===== config.mk =====
export PLATFORM = sky130hd
export DESIGN_NAME = calc_sequencer
export DESIGN_NICKNAME = d
export VERILOG_FILES = /design/src/rtl/calc_pkg.sv /design/src/rtl/calc_saturate.sv /design/src/rtl/calc_sequencer.sv
export SDC_FILE = /design/constraint.sdc
export NUM_CORES = 1
export LEC_CHECK = 0
export CORE_ASPECT_RATIO = 1.1
export CORE_MARGIN = 2
export CORE_UTILIZATION = 40
export DETAILED_ROUTE_END_ITERATION = 8
export GPL_TIMING_DRIVEN = 0
export PLACE_DENSITY_LB_ADDON = 0.25
export SLEW_MARGIN = 20
export SYNTH_ARGS = -nofsm -noshare
export SYNTH_HDL_FRONTEND = slang
export SYNTH_HIERARCHICAL = 1
export SYNTH_SLANG_ARGS = --single-unit
export TNS_END_PERCENT = 20

===== constraint.sdc =====
create_clock -name clk -period 4.13 [get_ports clk]
set_input_delay 0.6195 -clock clk [delete_from_list [all_inputs] [get_ports clk]]
set_output_delay 0.6195 -clock clk [all_outputs]
set_load 0.02 [all_outputs]

===== src/rtl/calc_pkg.sv =====
// Shared types and defaults for the calculator operand/operation sequencer.
package calc_pkg;

    typedef enum logic {
        OP_ADD = 1'b0,
        OP_SUB = 1'b1
    } op_t;

    typedef enum logic {
        ST_ENTRY  = 1'b0,
        ST_RESULT = 1'b1
    } state_t;

    // Largest magnitude a four-digit display can show.
    localparam int CALC_MAX_VALUE = 9999;

endpackage


===== src/rtl/calc_saturate.sv =====
// Signed accumulator -> display magnitude, sign and overflow flag.
// Magnitudes above MAX_VALUE are clamped to MAX_VALUE and flagged.
module calc_saturate
    import calc_pkg::*;
#(
    parameter int WIDTH     = 14,
    parameter int ACC_W     = 16,
    parameter int MAX_VALUE = CALC_MAX_VALUE
) (
    input  logic signed [ACC_W-1:0] acc,
    output logic        [WIDTH-1:0] magnitude,
    output logic                    negative,
    output logic                    overflow
);

    logic [ACC_W-1:0] abs_val;

    // Absolute value then clamp; the accumulator is sized so -acc never wraps.
    always_comb begin
        negative  = acc[ACC_W-1];
        abs_val   = negative ? $unsigned(-acc) : $unsigned(acc);
        overflow  = abs_val > ACC_W'(MAX_VALUE);
        magnitude = overflow ? WIDTH'(MAX_VALUE) : abs_val[WIDTH-1:0];
    end

endmodule


===== src/rtl/calc_sequencer.sv =====
// Operand/operation sequencer: collects NUM_OPERANDS operands, each combined
// with its own latched add/sub, into a signed accumulator and presents a
// saturated signed result. Supports chaining from a result and clear.
module calc_sequencer
    import calc_pkg::*;
#(
    parameter int WIDTH        = 14,
    parameter int NUM_OPERANDS = 2,
    parameter int MAX_VALUE    = CALC_MAX_VALUE
) (
    input  logic                            clk,
    input  logic                            reset,
    input  logic                            clr_pulse,
    input  logic                            add_pulse,
    input  logic                            sub_pulse,
    input  logic                            ent_pulse,
    input  logic [WIDTH-1:0]                operand_in,
    output logic                            operand_clear,
    output logic [$clog2(NUM_OPERANDS)-1:0] operand_index,
    output logic                            result_valid,
    output logic [WIDTH-1:0]                display_value,
    output logic                            display_negative,
    output logic                            overflow,
    output logic                            pending_sub
);

    localparam int IDX_W = $clog2(NUM_OPERANDS);
    localparam int ACC_W = WIDTH + IDX_W + 1;
    localparam logic [IDX_W-1:0] LAST_IDX = IDX_W'(NUM_OPERANDS - 1);

    state_t                   state_q, state_d;
    logic [IDX_W-1:0]         idx_q, idx_d;
    logic signed [ACC_W-1:0]  acc_q, acc_d;
    op_t                      pend_q, pend_d;
    logic                     clear_q, clear_d;
    logic [WIDTH-1:0]         disp_q, disp_d;
    logic                     neg_q, neg_d;
    logic                     ovf_q, ovf_d;

    logic [WIDTH-1:0]         operand_c;
    logic signed [ACC_W-1:0]  operand_ext;
    logic [WIDTH-1:0]         sat_mag;
    logic                     sat_neg;
    logic                     sat_ovf;

    // Clamp the live slider value before it is displayed or accumulated.
    always_comb begin
        operand_c   = (operand_in > WIDTH'(MAX_VALUE)) ? WIDTH'(MAX_VALUE) : operand_in;
        operand_ext = $signed({{(ACC_W-WIDTH){1'b0}}, operand_c});
    end

    // Saturate the next accumulator value so the result shows on the same
    // cycle result_valid rises.
    calc_saturate #(
        .WIDTH     (WIDTH),
        .ACC_W     (ACC_W),
        .MAX_VALUE (MAX_VALUE)
    ) u_sat (
        .acc       (acc_d),
        .magnitude (sat_mag),
        .negative  (sat_neg),
        .overflow  (sat_ovf)
    );

    // Next-state, accumulator and display logic; priority clr > ent > add/sub.
    always_comb begin
        state_d = state_q;
        idx_d   = idx_q;
        acc_d   = acc_q;
        pend_d  = pend_q;
        clear_d = 1'b0;

        if (clr_pulse) begin
            state_d = ST_ENTRY;
            idx_d   = '0;
            acc_d   = '0;
            pend_d  = OP_ADD;
            clear_d = 1'b1;
        end else begin
            if (ent_pulse) begin
                clear_d = 1'b1;
                case (state_q)
                    ST_ENTRY: begin
                        if (idx_q == '0)
                            acc_d = operand_ext;
                        else if (pend_q == OP_SUB)
                            acc_d = acc_q - operand_ext;
                        else
                            acc_d = acc_q + operand_ext;
                        pend_d = OP_ADD;
                        if (idx_q == LAST_IDX) begin
                            state_d = ST_RESULT;
                            idx_d   = '0;
                        end else begin
                            idx_d = idx_q + IDX_W'(1);
                        end
                    end
                    // Chain: the result stays in acc as operand 0; the pending
                    // op chosen while viewing the result is kept.
                    ST_RESULT: begin
                        state_d = ST_ENTRY;
                        idx_d   = IDX_W'(1);
                    end
                    default: state_d = ST_ENTRY;
                endcase
            end
            // Same-cycle add/sub targets the next operand, so it overrides
            // the post-commit reset to ADD.
            if (sub_pulse)
                pend_d = OP_SUB;
            else if (add_pulse)
                pend_d = OP_ADD;
        end

        if (state_d == ST_RESULT) begin
            disp_d = sat_mag;
            neg_d  = sat_neg;
            ovf_d  = sat_ovf;
        end else begin
            disp_d = operand_c;
            neg_d  = 1'b0;
            ovf_d  = 1'b0;
        end
    end

    // State and output registers.
    always_ff @(posedge clk or negedge reset) begin
        if (!reset) begin
            state_q <= ST_ENTRY;
            idx_q   <= '0;
            acc_q   <= '0;
            pend_q  <= OP_ADD;
            clear_q <= 1'b0;
            disp_q  <= '0;
            neg_q   <= 1'b0;
            ovf_q   <= 1'b0;
        end else begin
            state_q <= state_d;
            idx_q   <= idx_d;
            acc_q   <= acc_d;
            pend_q  <= pend_d;
            clear_q <= clear_d;
            disp_q  <= disp_d;
            neg_q   <= neg_d;
            ovf_q   <= ovf_d;
        end
    end

    assign operand_clear    = clear_q;
    assign operand_index    = idx_q;
    assign result_valid     = (state_q == ST_RESULT);
    assign display_value    = disp_q;
    assign display_negative = neg_q;
    assign overflow         = ovf_q;
    assign pending_sub      = (pend_q == OP_SUB);

endmodule


**Word-level counts from Yosys, hierarchy flattened**

Cells that the tools add are included.

- Bits in registers: 36
- Bits of input ports: 20
- Memories kept: 0
- Memory bits (writable): 0
- Bits in latches: 0
- Memory bits (read-only): 0
- Word-level logic and storage cells: 45

- Multiply operators: 0
- Bitwise operators: 1
- Eq/ne operators: 1
- Shift operators: 0
- Multiplexer cells: 26
- Divide/modulo/power cells: 0
- Reduce and logical (&&, ||, !) cells: 3
- Add/subtract/negate cells: 4
- Magnitude comparators: 2

Operators by type and width:

| kind | number |
|---|---|
| $mux 16 | 6 |
| $mux 14 | 3 |
| $add 16x15->16 | 1 |
| $gt 16x14->1 const B | 1 |
| $neg 16->16 | 1 |
| $sub 16x15->16 | 1 |
| $mux 1 | 15 |
| $gt 14x14->1 const B | 1 |
| $ne 4x4->1 const B | 1 |
| $pmux 1 s2 | 2 |
| $reduce_bool 4->1 | 1 |
| $reduce_and 2->1 | 1 |
| $reduce_bool 2->1 | 1 |
| $add 1x1->1 const B | 1 |
| $not 1->1 | 1 |

**Logic depth before layout (Yosys ltp)**

Gate-level depths: netlist of run 1.

- Depth in word-level cells: 13
- Depth in mapped cells: 26

**Cells and area by module**

The synthesis of run 1 kept the hierarchy.

By module, submodules not included:

| module | seq. area each (µm²) | area each (µm²) | cells an instance | times used |
|---|---|---|---|---|
| calc_sequencer | 900.9 | 2563.7 | 320 | 1 |
| calc_saturate | 0.0 | 689.4 | 94 | 1 |

**Worst setup path before layout of run 1**

Ideal clock, no wire load.

- Path type: input to register
- From: input port operand_in[7]
- To: register disp_q[5], in the netlist display_value[5]
- Data arrival time: 5.040 ns
- Buffers on the path: 2
- Required time: 4.002 ns
- Slack: -1.038 ns
- Stages: 24
- Cell sequence: nor4_1 -> o21ai_0 -> and2_1 -> clkbuf_1 -> nor2_1 -> inv_1 -> ha_1 -> fa_1 -> nand2b_1 -> a21oi_1 -> o21bai_1 -> nand2_1 -> a21oi_1 -> nor3_1 -> o31ai_1 -> a211oi_1 -> nor3_1 -> a41o_1 -> xnor2_2 -> nand3_1 -> buf_2 -> and4_1 -> nand2_1 -> o21ai_0

- Word-level cells in the longest chain between the ends: 13
- Elaborated cells between the ends (all ways): 14
- Classes of those cells: 3 x add/sub; 2 x order compare; 9 x mux

RTL lines:

| element | line | text |
|---|---|---|
| start: declaration | calc_sequencer.sv:17 | `input logic [WIDTH-1:0] operand_in,` |
| $gt 14x14->1 | calc_sequencer.sv:48 | `operand_c = (operand_in > WIDTH'(MAX_VALUE)) ? WIDTH'(MAX_VALUE) : operand_in;` |
| $mux 14 (*) | calc_sequencer.sv:48 |  |
| $add 16x15->16 / $sub 16x15->16 (equally long branches) | calc_sequencer.sv:89, calc_sequencer.sv:87 |  |
| $mux 16 | calc_sequencer.sv:86 | `else if (pend_q == OP_SUB)` |
| $mux 16 (*) | calc_sequencer.sv:84 | `if (idx_q == '0)` |
| $mux 16 (*) | calc_sequencer.sv:82 | `case (state_q)` |
| $mux 16 (*) | calc_sequencer.sv:80 | `if (ent_pulse) begin` |
| $mux 16 (*) | calc_sequencer.sv:73 | `if (clr_pulse) begin` |
| net acc_d[10] | calc_sequencer.sv:33 | `logic signed [ACC_W-1:0] acc_q, acc_d;` |
| $neg 16->16 | calc_saturate.sv:21 | `abs_val = negative ? $unsigned(-acc) : $unsigned(acc);` |
| $mux 16 (*) | calc_saturate.sv:21 |  |
| $gt 16x14->1 (*) | calc_saturate.sv:22 | `overflow = abs_val > ACC_W'(MAX_VALUE);` |
| $mux 14 (*) | calc_saturate.sv:23 | `magnitude = overflow ? WIDTH'(MAX_VALUE) : abs_val[WIDTH-1:0];` |
| net sat_mag[5] | calc_sequencer.sv:42 | `logic [WIDTH-1:0] sat_mag;` |
| $mux 14 (*) | calc_sequencer.sv:115 | `if (state_d == ST_RESULT) begin` |
| net disp_d[5] | calc_sequencer.sv:36 | `logic [WIDTH-1:0] disp_q, disp_d;` |
| end signal: assignment | calc_sequencer.sv:143 | `disp_q <= disp_d;` |
| end: declaration | calc_sequencer.sv:36 |  |

The timed path passes the listed nets; every way through them passes the cells marked *.
A chain may end at the register's enable or synchronous reset.

**Final worst setup path of run 1**

- From: input port operand_in[3]
- To: register disp_q[3], in the netlist display_value[3]

- Word-level cells in the longest chain between the ends: 13
- Elaborated cells between the ends (all ways): 14
- Classes of those cells: 3 x add/sub; 2 x order compare; 9 x mux

RTL lines:

| element | line |
|---|---|
| $gt 14x14->1 | calc_sequencer.sv:48 |
| $mux 14 (*) | calc_sequencer.sv:48 |
| $add 16x15->16 / $sub 16x15->16 (equally long branches) | calc_sequencer.sv:89, calc_sequencer.sv:87 |
| $mux 16 (*) | calc_sequencer.sv:86 |
| $mux 16 (*) | calc_sequencer.sv:84 |
| $mux 16 (*) | calc_sequencer.sv:82 |
| $mux 16 (*) | calc_sequencer.sv:80 |
| $mux 16 (*) | calc_sequencer.sv:73 |
| net acc_d[15] | calc_sequencer.sv:33 |
| $neg 16->16 | calc_saturate.sv:21 |
| $mux 16 (*) | calc_saturate.sv:21 |
| $gt 16x14->1 | calc_saturate.sv:22 |
| $mux 14 (*) | calc_saturate.sv:23 |
| net sat_mag[3] | calc_sequencer.sv:42 |
| $mux 14 (*) | calc_sequencer.sv:115 |
| net disp_d[3] | calc_sequencer.sv:36 |

Marked as above.

==> results of run 1 <==
==> flip-flops by register name (all words and copies together) (netlist names) <==
register / cells
operand_index: 1
result_valid: 1
display_value: 14
acc_q: 16
operand_clear: 1
overflow: 1
pending_sub: 1
display_negative: 1
==> final cells by class <==
type | instances | area (µm²) | share of cell area [%]
Sequential cell | 36 | 901 | 20.1
Inverter | 12 | 45.0 | 1.01
Timing Repair Buffer | 69 | 624 | 14.0
Multi-Input combinational cell | 345 | 2520 | 56.3
Buffer | 21 | 143 | 3.19
Tap cell | 108 | 135 | 3.02
Clock inverter | 2 | 35.0 | 0.783
Clock buffer | 6 | 72.6 | 1.62
==> cells by family (layout without fill, tap and decap cells) <==
logic type | count (synthesis) | after routing | share of synthesized area (%)
XOR/XNOR | 27 | 27 | 7.50
adder cells (fa/ha/maj) | 17 | 17 | 6.77
multiplexers | 5 | 5 | 1.73
flip-flops | 36 | 36 | 27.7
AO/OA/AOI/OAI | 110 | 110 | 23.0
AND/OR/NAND/NOR | 186 | 186 | 29.0
buffers and inverters | 33 | 110 | 4.23
==> power groups by stage <==
| stage | Clock [mW] | Sequential, mW | Combinational (mW) |
|---|---|---|---|
| after global routing | 0.322 | 0.400 | 0.675 |
| after floorplan | 0 | 0.419 | 0.364 |
| after detailed placement | 0 | 0.404 | 0.530 |
| after global placement | 0 | 0.403 | 0.524 |
| final | 0.300 | 0.397 | 0.621 |
| after CTS | 0.306 | 0.397 | 0.580 |
==> worst max-delay path: stages <==
cell      delay [ps]
buf_8            100
nor4_4           370
or3b_4           460
nor2_4            80
nor2_1            40
o211ai_1         200
ha_1             300
a21oi_4          170
nand2_2           80
o211ai_4         240
a21oi_2          100
a311oi_2         350
xnor2_2          190
mux2_4           340
a21oi_4          180
buf_8            130
nand3b_1          90
or3_4            360
a32oi_4          290
o211ai_4         150
buf_12           150
nand4_1           80
nor2_1            50
a21oi_1          130
==> per-layer routing <==
layer | up-vias | GRT usage, % | routed length, µm
met5 | - | 0 | 0
met4 | 0 | 7.81 | 250
met3 | 20 | 2.91 | 550
met2 | 102 | 36.9 | 4800
li1 | 1663 | - | -
met1 | 1632 | 28.4 | 4340
==> cells in the mapped netlist (9+ instances only) <==
master    number
xor2_1         9
dfrtp_1       36
nand3_1       12
inv_1         11
clkbuf_1      15
ha_1          16
xnor2_1       17
nand2_1       40
nor2_1        57
a21oi_1       34
nand2b_1      11
o21ai_0       25
nor3_1        22
==> final timing paths <==
kind / to / cells after the start
min in group clk: acc_q[4]$_DFF_PN0_ / 2
max in group asynchronous: display_value[9]$_DFF_PN0_ / 2
setup / recovery: display_value[3]$_DFF_PN0_ / 24
hold / removal: display_value[7]$_DFF_PN0_ / 1
hold reg to reg: acc_q[4]$_DFF_PN0_ / 2
setup reg to reg: display_value[3]$_DFF_PN0_ / 22
==> timing repair <==
action	4_1_cts	5_1_grt
resized for setup	94	41
gates cloned	2	0
endpoints found under the setup margin	25	17
pin swaps	34	23
buffers inserted	21	7
==> per-stage QoR <==
step	worst slack, ps	instances
after floorplan	-671	414
after global placement	-2020	560
after detailed placement	-2140	561
after CTS	-974	592
after global routing	-1130	599
final	-935	599
==> key figures, run 1 <==
Run status
  • Status: finished with violations
  • Failing checks: negative setup slack

Setup path
  • Worst r2r src: pending_sub$_DFFE_PN0P_
  • Worst endpoint required time: 4340 ps
  • Startpoint Class: primary input
  • Crit Path Class: primary input to register
  • R2R setup slack: -720 ps
  • Crit-path max FO: 5
  • CP arrival: 5270 ps
  • CP endpoint kind: register
  • Worst setup path start: operand_in[3]

STA
  • Max-slew violation count: 0
  • Skew final: 8.82 ps
  • Worst-Margin Slew: 997 ps
  • Maximum clock frequency: 0.197 GHz
  • TNS Setup: -12320 ps
  • RSZ-0062 raised after global routing: yes
  • Hold Slack: ~180 ps
  • Endpoints failing hold: 0
  • Final-report setup violation count: 15
  • Max_slew headroom: around a third
  • Crit share post-route: 123%
  • Setup ws final: -935 ps
  • Min cycle time layout: ~5100 ps

Global route
  • Total Routing Usage GR: 21.7%
  • Overflow after GRT: 0
  • Largest net degree at the start of global routing: 31
  • First-pass GRT wire length: 15600 µm
  • Initial antenna violation count: 0
  • Vias in the first global route: roughly 3.2k

Layout
  • # diodes: 0
  • Final nets: roughly 530
  • Final Cell Area: 4470 µm²
  • Fill cells: 741
  • Share of cells above drive strength 1: 25.5%
  • Area Overhead vs Synth: 37.5%
  • Final core utilization: roughly 57%
  • Most frequent cells in the layout: 50 x nor2_1, 36 x dfrtp_1, 35 x nand2_1, 31 x a21oi_1, 28 x buf_4
  • Commonest non-fill, non-tap cell in the layout: nor2_1

Yosys
  • Area leader, netlist: dfrtp_1
  • Syn Nets: 451
  • Synth unique cells: 68
  • Main flop type after synthesis: dfrtp_1
  • Sequential-to-total area share from yosys stat: 27.7%
  • FFs w/ async S/R, synth: 100%
  • Mapped Cells: ~410
  • Synth Cell Area: 3250 µm²
  • FF+latch count, synth: 36
  • Number of synthesized flops with an enable pin: 0
  • Synth area leaders: dfrtp_1 28%, nor2_1 6.6%, ha_1 6.2%, a21oi_1 5.2%, nand2_1 4.6%
  • Syn avg cell area: between 7 and 8 µm²
  • Synth Warn #: 6
  • Synth top area share: around 28%

CTS
  • Clock tree root driver cell: clkbuf_8
  • CTS Hold Bufs: 0
  • CTS H-tree lvls: 2
  • Clk slew on worst S/H paths: 70 ps
  • Clock Latency Late Sink: 280 ps
  • Clock Sinks: 36
  • Longest Clk Path Bufs: 2
  • CTS tree: done
  • Total CTS buffers: 5

Drt
  • Wire per inst: 16.6 µm
  • DRC errors left: 0
  • Drt via density: 5.70
  • Initial drt markers: 300
  • Final ANT Viol Nets: 0
  • Drt pass-1 iters: 5
  • Vias: around 3.4k
  • Detailed Route WL: between 9000 and 10000 µm

Power
  • Int Pwr: between 0.8 and 0.9 mW
  • Sw frac: 37.4%
  • Clock network power share: about 23%
  • Pwr/cell area: 295 nW/µm²
  • Maximum VDD drop: between 0.1 and 0.15 mV
  • Tot Pwr: 1.32 mW
  • Leakage dissipation: 1.83 nW
  • NetSw: 0.493 mW
  • Comb pwr share: 47.1%
  • Register share of total power: 30.1%

Die
  • Std-Cell Rows: 34
  • Die Ht: 98.6 µm
  • Initial Utilization: 41.1%
  • Die area: between 8000 and 9000 µm²
  • I/O pin count: 40
  • Core Area: approximately 7900 µm²
  • DIE WIDTH: 90.0 µm

Placement
  • Post-DP Area: between 3000 and 4000 µm²
  • Gpl congestion: 0.920
  • Buffers on Ports: 38
  • DP HPWL: 7250 µm

Run
  • Max_cap viols: 0

Hold path
  • Tightest Hold Check Type: primary input to asynchronous set/reset pin
No activity file was read; power rests on OpenSTA's default activity.
==> run 2: changes to the inputs <==
- PLACE_DENSITY_LB_ADDON: 0.25 -> unset
==> run 2 against run 1 <==
Against the previous run: the flow still finishes with violations (negative setup slack); clock power is 18% lower; cell count up 0.17%; flip-flop and latch count stayed put; critical path depth up 3; non-clock buffer count up 2; register-to-register slack improved by 90 ps; fmax is 2.0% higher; final area decreased by 0.92%; critical endpoint is now display_value[2]$_DFF_PN0_.
==> key figures, run 2 (same netlist as run 1, synthesis figures left out) <==
Run status
  • Status: finished with violations (unchanged)
  • Failing checks: negative setup slack (unchanged)

Setup path
  • Crit-path max FO: 8 (was 5)
  • Crit Path Class: primary input to register (unchanged)
  • CP max-delay cell: mux2_4 (was or3b_4)
  • R2r worst-path depth: 22 (unchanged)
  • R2R setup slack: -630 ps (was -720 ps)
  • CP endpoint kind: register (unchanged)
  • CP arrival: 5190 ps (was 5270 ps)
  • Startpoint Class: primary input (unchanged)
  • Worst endpoint required time: 4350 ps (was 4340 ps)
  • Worst r2r src: pending_sub$_DFFE_PN0P_ (unchanged)
  • CP max stage delay: 340 ps (was 460 ps)
  • R2r endpoint: display_value[2]$_DFF_PN0_ (was display_value[3]$_DFF_PN0_)

Layout
  • Area Overhead vs Synth: 36.2% (was 37.5%)
  • Final nets: 529 (was 527)
  • Share of cells above drive strength 1: 26.2% (was 25.5%)
  • Biggest register: acc_q (unchanged)
  • Fill cells: 767 (was 741)
  • Commonest non-fill, non-tap cell in the layout: nor2_1 (unchanged)
  • Most frequent cells in the layout: 50 x nor2_1, 36 x nand2_1, 36 x dfrtp_1, 34 x buf_4, 29 x a21oi_1 (was 50 x nor2_1, 36 x dfrtp_1, 35 x nand2_1, 31 x a21oi_1, 28 x buf_4)
  • Max reg flops: 16 (unchanged)
  • # diodes: 0 (unchanged)

Global route
  • Largest net degree at the start of global routing: 30 (was 31)
  • Met1 usage: 30.8% (was 28.4%)
  • Overflow after GRT: 0 (unchanged)
  • Initial antenna violation count: 0 (unchanged)
  • Met3 Use GR: 2.52% (was 2.91%)
  • First-pass GRT wire length: 16300 µm (was 15600 µm)
  • GR Util met2: 38.9% (was 36.9%)
  • Total Routing Usage GR: 22.7% (was 21.7%)
  • Grt peak-use layer: met2 (unchanged)
  • Vias in the first global route: 3249 (was 3182)

Drt
  • Final ANT Viol Nets: 0 (unchanged)
  • DRC errors left: 0 (unchanged)
  • Wire per inst: 17.0 µm (was 16.6 µm)
  • Initial drt markers: 213 (was 300)
  • Detailed Route WL: 10200 µm (was 9940 µm)
  • Vias: 3398 (was 3417)
  • Drt pass-1 iters: 4 (was 5)
  • Drt via density: 5.66 (was 5.70)

CTS
  • Total CTS buffers: 5 (unchanged)
  • Longest Clk Path Bufs: 2 (unchanged)
  • Clock Latency Late Sink: 290 ps (was 280 ps)
  • Clk slew on worst S/H paths: 80 ps (was 70 ps)
  • CTS tree: done (unchanged)
  • Clock tree root driver cell: clkbuf_8 (unchanged)
  • CTS H-tree lvls: 2 (unchanged)
  • Clock Sinks: 36 (unchanged)

STA
  • Crit share post-route: 120% (was 123%)
  • RSZ-0062 raised after global routing: yes (unchanged)
  • Worst-Margin Slew: 1000 ps (was 997 ps)
  • Max_slew headroom: 32.9% (was 33.1%)
  • Min cycle time layout: 4970 ps (was 5070 ps)
  • Hold Slack: 171 ps (was 175 ps)
  • Maximum clock frequency: 0.201 GHz (was 0.197 GHz)
  • Endpoints failing hold: 0 (unchanged)
  • Final-report setup violation count: 15 (unchanged)
  • Setup ws final: -837 ps (was -935 ps)
  • Skew final: 4.44 ps (was 8.82 ps)
  • Max-slew violation count: 0 (unchanged)

Die
  • Die area: 8870 µm² (unchanged)
  • Initial Utilization: 41.1% (unchanged)
  • Core Area: 7910 µm² (unchanged)
  • Std-Cell Rows: 34 (unchanged)
  • DIE WIDTH: 90.0 µm (unchanged)
  • I/O pin count: 40 (unchanged)
  • Die Ht: 98.6 µm (unchanged)

Placement
  • DP Worst Slack: -2150 ps (was -2140 ps)
  • Buffers on Ports: 38 (unchanged)
  • Gpl congestion: 0.828 (was 0.920)
  • DP HPWL: 7590 µm (was 7250 µm)

Power
  • Maximum VDD drop: 0.160 mV (was 0.149 mV)
  • Tot Pwr: 1.27 mW (was 1.32 mW)
  • Pwr/cell area: 286 nW/µm² (was 295 nW/µm²)
  • Leakage dissipation: 1.83 nW (about the same)

Run
  • Max_cap viols: 0 (unchanged)

Hold path
  • Tightest Hold Check Type: primary input to asynchronous set/reset pin (unchanged)
## run 2: metal layers
metal / vias to the layer above / part of all wire (%)
li1: 1650 / -
met3: 12 / 4.5
met2: 83 / 49
met1: 1653 / 45
met4: 0 / 1.3
met5: - / 0
## run 2: layout make-up
| class | count | area [µm²] | share of cell area, % |
|---|---|---|---|
| buffer | 21 | 125 | 2.82 |
| inverter | 12 | 45.0 | 1.02 |
| clock buffer | 6 | 72.6 | 1.64 |
| tap | 108 | 135 | 3.05 |
| multi-input combinational | 345 | 2510 | 56.8 |
| timing repair buffer | 71 | 632 | 14.3 |
| clock inverter | 1 | 5.00 | 0.113 |
| sequential | 36 | 901 | 20.3 |
## run 2: what timing repair did
item,4_1_cts,5_1_grt
setup endpoints to repair,26,16
hold buffers,0,0
resized for setup,93,38
pin swaps,32,32
setup buffers,18,14
## run 2: report_power, final
group	switching (mW)	internal [mW]
Clock	0.131	0.115
Sequential	0.0163	0.381
Combinational	0.355	0.267
## run 2: worst max path at each step
stage | from | slack, ps | depth (start not counted) | end
finish | operand_in[4] | -840 | 27 | display_value[2]$_DFF_PN0_
global route | operand_in[4] | -1140 | 27 | display_value[2]$_DFF_PN0_
CTS | operand_in[2] | -870 | 24 | display_value[2]$_DFF_PN0_
detailed placement | operand_in[1] | -2150 | 23 | display_value[12]$_DFF_PN0_
global placement | operand_in[6] | -2120 | 27 | display_value[6]$_DFF_PN0_
floorplan | operand_in[1] | -670 | 22 | display_value[5]$_DFF_PN0_
## run 2: worst max-delay path: cells and delay by family
kind	cells	cell delay (ps)
AO/OA/AOI/OAI	8	1460
XOR/XNOR	1	200
adder cells (fa/ha/maj)	1	310
buffers and inverters	4	580
multiplexers	1	340
AND/OR/NAND/NOR	12	1650
## run 2: per-stage QoR
stage               TNS [ps]  instance area (µm²)  std cells  utilization (%)
floorplan              -8530                 3340        414                -
global placement      -35510                 3860        560             48.7
detailed placement    -37280                 3870        561             48.9
CTS                   -11730                 4240        586             53.5
global route          -15760                 4430        600             56.0
finish                -10980                 4430        600             56.0
==> run 3: changes to the inputs <==
- CORE_ASPECT_RATIO: 1.1 -> 0.6
==> run 3 against run 2 <==
Against the previous run: the run still ends with negative setup slack left; utilization rose by 4.3 points; register-to-register slack got worse by 300 ps; fmax down 3.7%; cell count rose by 1.8%; first-iteration DRC count grew 74%; clock power rose by 80%; non-clock buffer count up 10; flip-flop and latch count stayed put; clock skew up 2.8 ps; final area up 7.3%; sequential share of layout area decreased by 1.4 points; critical path type unchanged; largest cell class unchanged.
==> key figures, run 3 (same netlist as run 1, synthesis figures left out) <==
Run status
  • Status: finished with violations (unchanged)
  • Failing checks: negative setup slack (unchanged)

CTS
  • Clock Sinks: 36 (unchanged)
  • Clock Latency Late Sink: 290 ps (about the same)
  • CTS H-tree lvls: 2 (unchanged)
  • Longest Clk Path Bufs: 2 (unchanged)
  • Total CTS buffers: 5 (unchanged)
  • Clock tree root driver cell: clkbuf_16 (was clkbuf_8)
  • CTS Hold Bufs: 0 (unchanged)
  • Clk slew on worst S/H paths: 60 ps (was 80 ps)
  • CTS tree: done (unchanged)

Layout
  • # diodes: 0 (unchanged)
  • Biggest register: acc_q (unchanged)
  • Final core utilization: 60.3% (was 56.0%)
  • Area Overhead vs Synth: 46.1% (was 36.2%)
  • Most frequent cells in the layout: 51 x nor2_1, 39 x buf_4, 36 x dfrtp_1, 35 x nand2_1, 27 x a21oi_1 (was 50 x nor2_1, 36 x nand2_1, 36 x dfrtp_1, 34 x buf_4, 29 x a21oi_1)
  • Commonest non-fill, non-tap cell in the layout: nor2_1 (unchanged)
  • Non-Filler Instances: 611 (was 600)
  • Share of cells above drive strength 1: 30.2% (was 26.2%)
  • Fill cells: 722 (was 767)
  • Max reg flops: 16 (unchanged)
  • Final nets: 539 (was 529)

Setup path
  • Worst setup path start: operand_in[1] (was operand_in[4])
  • Worst r2r src: pending_sub$_DFFE_PN0P_ (unchanged)
  • Worst endpoint required time: 4260 ps (was 4350 ps)
  • Crit-path max FO: 5 (was 8)
  • Crit Path Class: primary input to register (unchanged)
  • Startpoint Class: primary input (unchanged)
  • CP endpoint kind: register (unchanged)
  • CP arrival: 5290 ps (was 5190 ps)

STA
  • Crit share post-route: 125% (was 120%)
  • Max-slew violation count: 0 (unchanged)
  • Max_slew headroom: 33.6% (was 32.9%)
  • Endpoints failing hold: 0 (unchanged)
  • Skew final: 7.19 ps (was 4.44 ps)
  • Setup ws final: -1030 ps (was -837 ps)
  • Min cycle time layout: 5160 ps (was 4970 ps)
  • Hold Slack: 262 ps (was 171 ps)
  • TNS Setup: -14070 ps (was -10980 ps)
  • Maximum clock frequency: 0.194 GHz (was 0.201 GHz)
  • Final-report setup violation count: 15 (unchanged)
  • Worst-Margin Slew: 991 ps (was 1000 ps)
  • RSZ-0062 raised after global routing: yes (unchanged)

Drt
  • DRC errors left: 0 (unchanged)
  • Drt pass-1 iters: 5 (was 4)
  • Top sig layer: met4 (unchanged)
  • WL met3: 816 µm (was 462 µm)
  • Wire per inst: 18.4 µm (was 17.0 µm)
  • Met2 wire length: 4780 µm (was 4990 µm)
  • Detailed Route WL: 11300 µm (was 10200 µm)
  • Vias: 3546 (was 3398)
  • Initial drt markers: 371 (was 213)
  • Final ANT Viol Nets: 0 (unchanged)
  • Wire length on met1: 5520 µm (was 4630 µm)
  • Drt via density: 5.80 (was 5.66)

Die
  • DIE WIDTH: 120 µm (was 90.0 µm)
  • Std-Cell Rows: 25 (was 34)
  • Core Area: 7880 µm² (was 7910 µm²)
  • I/O pin count: 40 (unchanged)
  • Initial Utilization: 41.3% (was 41.1%)
  • Die Ht: 73.9 µm (was 98.6 µm)
  • Die area: 8890 µm² (was 8870 µm²)

Placement
  • DP Cell Count: 561 (unchanged)
  • Buffers on Ports: 38 (unchanged)
  • DP HPWL: 7930 µm (was 7590 µm)
  • DP Worst Slack: -2250 ps (was -2150 ps)
  • Gpl congestion: 0.923 (was 0.828)

Global route
  • Vias in the first global route: 3203 (was 3249)
  • Total Routing Usage GR: 25.1% (was 22.7%)
  • Largest net degree at the start of global routing: 21 (was 30)
  • Overflow after GRT: 0 (unchanged)
  • Initial antenna violation count: 0 (unchanged)
  • First-pass GRT wire length: 17100 µm (was 16300 µm)

Power
  • Pwr/cell area: 319 nW/µm² (was 286 nW/µm²)
  • Leakage dissipation: 1.95 nW (was 1.83 nW)
  • Maximum VDD drop: 0.159 mV (was 0.160 mV)

Hold path
  • Tightest Hold Check Type: primary input to asynchronous set/reset pin (unchanged)

Run
  • Max_cap viols: 0 (unchanged)
## run 3: cell types whose count changed in the layout (fill, tap and decap cells not counted), moves of 5 or more
cell | before | now
clkbuf_8 | 5 | 0
buf_4 | 34 | 39
clkbuf_16 | 0 | 5
buf_6 | 6 | 11
## run 3: cell type report
type                            count  area [µm²]  area share [%]
Timing Repair Buffer               81         741            15.6
Clock buffer                        5         125            2.63
Inverter                           12        52.6            1.11
Tap cell                          108         135            2.84
Sequential cell                    36         901            19.0
Multi-Input combinational cell    345        2610            54.9
Clock inverter                      3        42.5           0.895
Buffer                             21         146            3.08
## run 3: worst paths after layout
check | to | slack, ps | cells after the start
worst max-delay path | display_value[8]$_DFF_PN0_ | -1030 | 26
max in group asynchronous | display_value[11]$_DFF_PN0_ | 3420 | 2
worst min-delay path | acc_q[1]$_DFF_PN0_ | 260 | 1
min in group clk | acc_q[4]$_DFF_PN0_ | 590 | 2
worst min register to register | acc_q[4]$_DFF_PN0_ | 590 | 2
worst max register to register | display_value[8]$_DFF_PN0_ | -930 | 23
## run 3: metal layers
| layer | vias up | track usage [%] |
|---|---|---|
| li1 | 1682 | - |
| met1 | 1704 | 38.2 |
| met2 | 146 | 37.6 |
| met3 | 14 | 4.81 |
| met4 | 0 | 3.36 |
| met5 | - | 0 |
## run 3: metrics by stage
step                cell area (µm²)  total power [mW]
floorplan                      3340             0.783
global placement               3860             0.934
detailed placement             3880             0.942
CTS                            4390              1.44
global route                   4750              1.59
finish                         4750              1.51
## run 3: what timing repair did
action                                  CTS  global route
cloned                                    1             0
hold endpoints to repair                  0             0
buffers inserted                         23            18
endpoints found under the setup margin   26            17
pin swaps                                32            44
resized for setup                        89            75
## run 3: worst max-delay path, cell delays in order
cell,delay [ps]
buf_12,110
nor4_4,240
buf_4,160
or3b_4,390
nor2_2,110
nor2_1,50
o211ai_1,190
ha_1,290
a21oi_4,170
nand2_2,90
o211ai_4,220
buf_6,130
or2b_1,230
a21oi_2,130
xnor2_1,100
a21oi_2,230
nor3_4,90
or4_4,540
nor4_4,300
buf_4,160
a31oi_2,110
nand3_2,160
buf_6,150
nand3_1,70
nor2_1,140
a21oi_1,80
## run 3: power breakdown
group	internal [mW]	switching (mW)
Combinational	0.287	0.387
Clock	0.284	0.160
Sequential	0.381	0.0158
